<file path="config.mk">
export PLATFORM = sky130hd
export DESIGN_NAME = mult_rev_seq
export DESIGN_NICKNAME = d
export VERILOG_FILES = /design/src/rtl/mult_rev_pkg.sv /design/src/rtl/mult_rev_step.sv /design/src/rtl/mult_rev_seq.sv
export SDC_FILE = /design/constraint.sdc
export NUM_CORES = 1
export LEC_CHECK = 0
export ABC_CLOCK_PERIOD_IN_PS = 9200
export BUFFER_PORTS_ARGS = -buffer_cell sky130_fd_sc_hd__buf_4
export CORE_ASPECT_RATIO = 0.7
export CORE_UTILIZATION = 55
export DETAILED_ROUTE_END_ITERATION = 10
export PLACE_DENSITY_LB_ADDON = 0.3
export SYNTH_ARGS = -nofsm -noshare
export SYNTH_HDL_FRONTEND = slang
export SYNTH_SLANG_ARGS = --single-unit
</file>
<file path="constraint.sdc">
create_clock -name clk -period 9.2 [get_ports clk]
set_input_delay 1.84 -clock clk [delete_from_list [all_inputs] [get_ports clk]]
set_output_delay 1.84 -clock clk [all_outputs]
set_load 0.01 [all_outputs]
</file>
<file path="src/rtl/mult_rev_pkg.sv">
// Shared types and constants for the reversible multiplier/divider.
package mult_rev_pkg;

    typedef enum logic [1:0] {
        ST_IDLE = 2'd0,
        ST_BUSY = 2'd1,
        ST_DONE = 2'd2
    } mr_state_t;

    localparam logic DIR_FWD = 1'b0;
    localparam logic DIR_BWD = 1'b1;

endpackage

</file>
<file path="src/rtl/mult_rev_step.sv">
// One iteration of the reversible datapath.
// Forward: add A<<iter to the accumulator when the current B bit is set.
// Backward: restoring-division step. Shift the next P bit into the partial
// remainder, trial-subtract A and report the resulting quotient bit.
module mult_rev_step
    import mult_rev_pkg::*;
#(
    parameter int WIDTH = 8,
    parameter int CW    = 4
) (
    input  logic               dir,
    input  logic [CW-1:0]      iter,
    input  logic [WIDTH-1:0]   a,
    input  logic               mul_bit,
    input  logic [2*WIDTH-1:0] acc,
    input  logic [WIDTH-1:0]   prem,
    input  logic               p_bit,
    output logic [2*WIDTH-1:0] acc_nxt,
    output logic [WIDTH-1:0]   prem_nxt,
    output logic               q_bit
);

    logic [WIDTH:0]     shifted;
    logic [2*WIDTH-1:0] addend;

    // The partial remainder is always below A between iterations, so it is
    // kept as W bits and only widened to W+1 while the next P bit is shifted in.
    assign shifted = {prem, p_bit};
    assign addend  = {{WIDTH{1'b0}}, a} << iter;

    // Select add-or-skip or subtract-or-restore based on direction.
    always_comb begin
        acc_nxt  = acc;
        prem_nxt = prem;
        q_bit    = 1'b0;
        if (dir == DIR_FWD) begin
            if (mul_bit) begin
                acc_nxt = acc + addend;
            end
        end else begin
            if (shifted >= {1'b0, a}) begin
                prem_nxt = WIDTH'(shifted - {1'b0, a});
                q_bit    = 1'b1;
            end else begin
                prem_nxt = shifted[WIDTH-1:0];
            end
        end
    end

endmodule

</file>
<file path="src/rtl/mult_rev_seq.sv">
// Sequential reversible multiplier/divider.
// Forward: P = A*B by shift-add. Backward: B = P/A by restoring division,
// also returning A, the remainder and the upper half of P.
//
//  state   | meaning
//  --------+----------------------------------------------------------
//  ST_IDLE | waiting for an operand; in_ready high (except the first
//          | cycle after reset)
//  ST_BUSY | W iterations (cnt 0..W-1), then one cycle to load outputs
//  ST_DONE | result presented with out_valid; held until out_ready
module mult_rev_seq
    import mult_rev_pkg::*;
#(
    parameter int WIDTH = 8
) (
    input  logic               clk,
    input  logic               rst_n,
    input  logic               dir,
    input  logic               in_valid,
    output logic               in_ready,
    input  logic [WIDTH-1:0]   in_a,
    input  logic [WIDTH-1:0]   in_b,
    input  logic [2*WIDTH-1:0] in_p,
    output logic               out_valid,
    input  logic               out_ready,
    output logic               out_dir,
    output logic [2*WIDTH-1:0] out_p,
    output logic [WIDTH-1:0]   out_a,
    output logic [WIDTH-1:0]   out_b,
    output logic [WIDTH-1:0]   out_extra,
    output logic [WIDTH-1:0]   out_rem,
    output logic               out_err
);

    localparam int            CW       = $clog2(WIDTH + 1);
    localparam logic [CW-1:0] ITER_END = CW'(WIDTH);

    mr_state_t          state;
    logic [CW-1:0]      cnt;
    logic               dir_r;
    logic [WIDTH-1:0]   a_r;
    logic [WIDTH-1:0]   b_r;
    logic [WIDTH-1:0]   p_lo;
    logic [2*WIDTH-1:0] acc;
    logic [WIDTH-1:0]   prem;
    logic [WIDTH-1:0]   extra_r;
    logic               err_r;

    logic [2*WIDTH-1:0] acc_nxt;
    logic [WIDTH-1:0]   prem_nxt;
    logic               q_bit;

    // b_r holds B shifted right in forward mode (bit 0 is the current
    // multiplier bit) and collects quotient bits from the right in backward mode.
    mult_rev_step #(
        .WIDTH (WIDTH),
        .CW    (CW)
    ) u_step (
        .dir      (dir_r),
        .iter     (cnt),
        .a        (a_r),
        .mul_bit  (b_r[0]),
        .acc      (acc),
        .prem     (prem),
        .p_bit    (p_lo[WIDTH-1]),
        .acc_nxt  (acc_nxt),
        .prem_nxt (prem_nxt),
        .q_bit    (q_bit)
    );

    // Control FSM, iteration registers and registered outputs.
    always_ff @(posedge clk or negedge rst_n) begin
        if (!rst_n) begin
            state     <= ST_IDLE;
            cnt       <= '0;
            dir_r     <= DIR_FWD;
            a_r       <= '0;
            b_r       <= '0;
            p_lo      <= '0;
            acc       <= '0;
            prem      <= '0;
            extra_r   <= '0;
            err_r     <= 1'b0;
            in_ready  <= 1'b0;
            out_valid <= 1'b0;
            out_dir   <= 1'b0;
            out_p     <= '0;
            out_a     <= '0;
            out_b     <= '0;
            out_extra <= '0;
            out_rem   <= '0;
            out_err   <= 1'b0;
        end else begin
            case (state)
                ST_IDLE: begin
                    if (in_valid && in_ready) begin
                        in_ready <= 1'b0;
                        state    <= ST_BUSY;
                        cnt      <= '0;
                        dir_r    <= dir;
                        a_r      <= in_a;
                        b_r      <= (dir == DIR_FWD) ? in_b : '0;
                        p_lo     <= in_p[WIDTH-1:0];
                        acc      <= '0;
                        prem     <= in_p[2*WIDTH-1:WIDTH];
                        extra_r  <= in_p[2*WIDTH-1:WIDTH];
                        // A quotient only fits in W bits when P's upper half is below A.
                        err_r    <= (dir == DIR_BWD) &&
                                    ((in_a == '0) || (in_p[2*WIDTH-1:WIDTH] >= in_a));
                    end else begin
                        in_ready <= 1'b1;
                    end
                end

                ST_BUSY: begin
                    if (cnt != ITER_END) begin
                        acc  <= acc_nxt;
                        prem <= prem_nxt;
                        b_r  <= (dir_r == DIR_FWD) ? (b_r >> 1)
                                                   : {b_r[WIDTH-2:0], q_bit};
                        p_lo <= {p_lo[WIDTH-2:0], 1'b0};
                        cnt  <= cnt + 1'b1;
                    end else begin
                        state     <= ST_DONE;
                        out_valid <= 1'b1;
                        out_dir   <= dir_r;
                        out_a     <= a_r;
                        if (dir_r == DIR_FWD) begin
                            out_p     <= acc;
                            out_b     <= '0;
                            out_extra <= '0;
                            out_rem   <= '0;
                            out_err   <= 1'b0;
                        end else begin
                            out_p     <= '0;
                            out_b     <= err_r ? '0 : b_r;
                            out_extra <= extra_r;
                            out_rem   <= err_r ? '0 : prem;
                            out_err   <= err_r;
                        end
                    end
                end

                ST_DONE: begin
                    if (out_ready) begin
                        out_valid <= 1'b0;
                        in_ready  <= 1'b1;
                        state     <= ST_IDLE;
                    end
                end

                default: begin
                    state     <= ST_IDLE;
                    out_valid <= 1'b0;
                    in_ready  <= 1'b0;
                end
            endcase
        end
    end

endmodule

</file>
==> qor.csv <==
metric,value,unit
multiInputGateArea,0.00333,mm²
register_area,0.00290,mm²
crit_top_cell,buf_4,
synth_top_family_by_area,compound AO/OA/AOI/OAI gates,
antenna_found_initial,0,
async_flop_share,100,%
gp_congestion,0.937,
path_class,input pin to flop,
initial_core_util,57.7,%
hold_start,out_dir,
cts_max_path_buffers,2,
p_per_area,414,mW/mm²
cts_hold_buf,0,
syn-num-nets,789,
synth_xor_area_share,1.89,%
critPathTopFamily,buffers and inverters,
numClockSinks,116,
clock_tree.htree_level_count,4,
die-area,0.0122,mm²
synth-main-ff-cell,dfrtp_1,
path_cells,buf_4 > nand2_1 > nor3_2 > buf_4 > nor2_1 > inv_2 > o21ai_2 > buf_4 > nor2_1 > a32oi_1 > nand2_1,
dp_cells,927,
num_vias,5758,
rsz0062_at_grt,no,
crit_slowest_cell,nor2_1,
cp_max_fo,33,
hold_viol_final,0,
grt_usage,30.1,%
syn_area_per_cell,9.05,µm²
reg2reg_depth,11,
status,completed,
reg2reg_to,acc[12],
cts_tree,yes,
die_w,132,µm
tightest_slew,1.09,ns
std_cell_rows,32,
vdd_ir_drop_max,0.245,mV
synthMuxAreaShare,4.72,%
min_path_cells,2,
viasPerCell,6.00,
post_cts_buffers,0,
cts-root-buf,clkbuf_16,
synth_compound_gate_area_share,20.1,%
wl,17.5,mm
yosysSeqAreaShare,44.7,%
grt_max_degree,85,
fmax,0.267,GHz
drive_gt1_share,17.7,%
fin_nets,865,
fin_crit_sh,40.6,%
ff2ff_setup_slack,5.61,ns
cts_buffers,17,
tns,0,ns
crit_required,9.55,ns
area_growth,20.4,%
fin_ws,5.46,ns
finalMaxSlewViolations,0,
fin_hold_ws,0.483,ns
synth-edff-count,0,
slew_headroom,26.8,%
ant_nets,0,
endpoint_kind,flop,
maxCapViolations,0,
cpPeakStageDelay,0.45,ns
netlist_area,0.00649,mm²
arrival,4.09,ns
path_buf_inv,4,
first_pass_iters,5,
fin_skew,0.00900,ns
finalNonFillerCells,959,
grt.overflow.total,0,
ys_warn_count,0,
grt_pass1_wl,28.4,mm
utilization,69.5,%
antenna_cells,0,
setup_viol,0,
crit_path_start_kind,input pin,
drt_iter0_drc,562,
post-place-ws,5.16,ns
hold_path.class,flop to flop,
leakage,0.00378,µW
core,0.0113,mm²
first_global_vias,5447,
synth_top_area_cell,dfrtp_1,
clkTransAtPathRegs,0.06,ns
ys_ff_latch,116,
period_minus_slack,3.74,ns
yosys.area.top_type_share,44.7,%
dpl.hpwl,12.2,mm
nFillCells,833,
die_h,92.9,µm
port_buffers,88,
routedWlPerCell,18.2,µm
route.detailed.drc,0,
ctsResizeCount,0,
synth_cells,717,
synthTopCellsByArea,"dfrtp_1 45%, nand2_1 8.3%, ha_1 6.4%",
io_pins,89,
r2r_start,cnt[0],
clk-insertion-delay-late,0.42,ns
synth-simple-area-share,17.5,%
synth_cell_type_count,68,
synthAdderAreaFrac,6.98,%
min_to,out_dir,
## area by class of cell
class / instances / share of cell area (%)
repair buffers: 94 / 9.03
multi-input cells: 532 / 42.6
well taps: 153 / 2.45
inverters: 32 / 1.54
flip-flops and latches: 116 / 37.1
clock buffers: 19 / 5.67
clock inverters: 13 / 1.59
## cell families after synthesis
kind of cell,after synthesis
multiplexers,29
XOR/XNOR,14
flip-flops,116
AO/OA/AOI/OAI,200
buffers and inverters,69
adder cells (fa/ha/maj),35
AND/OR/NAND/NOR,254
## sequential cells by signal (all words and copies together), names as in the netlist, 2 cells and up
signal and flops:
acc 16, prem 8, out_p 16, p_lo 8
out_extra 8, out_b 8, out_a 8, out_rem 8
cnt 4, a_r 8, extra_r 8, b_r 8
state 2
## layout by cell type (no fill, tap or decap), drive strengths merged, types with 4 or more instances in the layout
cell type,count
a211oi,4
a21o,7
a21oi,28
a22o,22
a31oi,15
buf,94
clkbuf,19
clkinv,5
dfrtp,116
ha,33
inv,36
mux2i,25
nand2,144
nand2b,5
nand3,9
nand4,4
nor2,44
nor2b,12
nor3,13
nor4,5
o211ai,9
o21a,8
o21ai,72
o31ai,7
o41ai,5
or3,4
xnor2,8
xor2,6
## through the flow
stage | instance area [µm²] | total power (µW)
floorplan | 6490 | 2060
global placement | 7250 | 2480
detailed placement | 7250 | 2550
CTS | 7820 | 3210
global route | 7820 | 3450
finish | 7820 | 3230
## per-layer routing
layer  up-vias  routed length (µm)  share of wire (%)  track usage (%)
met4         0                 225                1.3             8.33
met3        27                1660                9.5             7.39
met2       307                7210                 41             42.0
li1       2700                   -                  -                -
met5         -                   0                  0                0
met1      2724                8390                 48             45.9
## worst register-to-register path, stage by stage (launching register included)
cell and delay, ns:
dfrtp_1 0.78, mux2i_1 0.36, mux2i_1 0.13, mux2_2 0.29
nor2b_1 0.14, ha_1 0.34, o21a_1 0.12, o31a_1 0.13
o31a_1 0.34, a2111oi_1 0.55, mux2i_1 0.25, nand2_1 0.06
## worst max path at each step
stage               startpoint      end  cells past startpoint
floorplan             in_valid  prem[3]                      8
global placement      in_valid  acc[12]                     11
detailed placement    in_valid  acc[12]                     11
CTS                   in_valid  acc[12]                     11
global route          in_valid  acc[12]                     11
finish                in_valid  acc[12]                     11
## power by group
part	total, µW	leakage (µW)	switching, µW	internal (µW)
Sequential	952	0.00149	228	724
Clock	629	0.000271	247	381
Combinational	1650	0.00202	962	689
Total	3230	0.00378	1440	1790
## synthesized netlist by cell type (all sizes together), types with 5 or more instances
library cell  count
o31ai             7
clkbuf           28
nor2b            12
xor2              6
o21ai            72
nor4              5
dfrtp           116
o211ai            9
nand3             9
nor3             13
mux2i            25
a31oi            15
xnor2             8
nand2           144
nor2             44
inv              32
ha               33
a21o              7
a21oi            28
nand2b            5
o21a              8
o41ai             5
a22o             22
buf               9
Power figures use the tool's default switching activity.
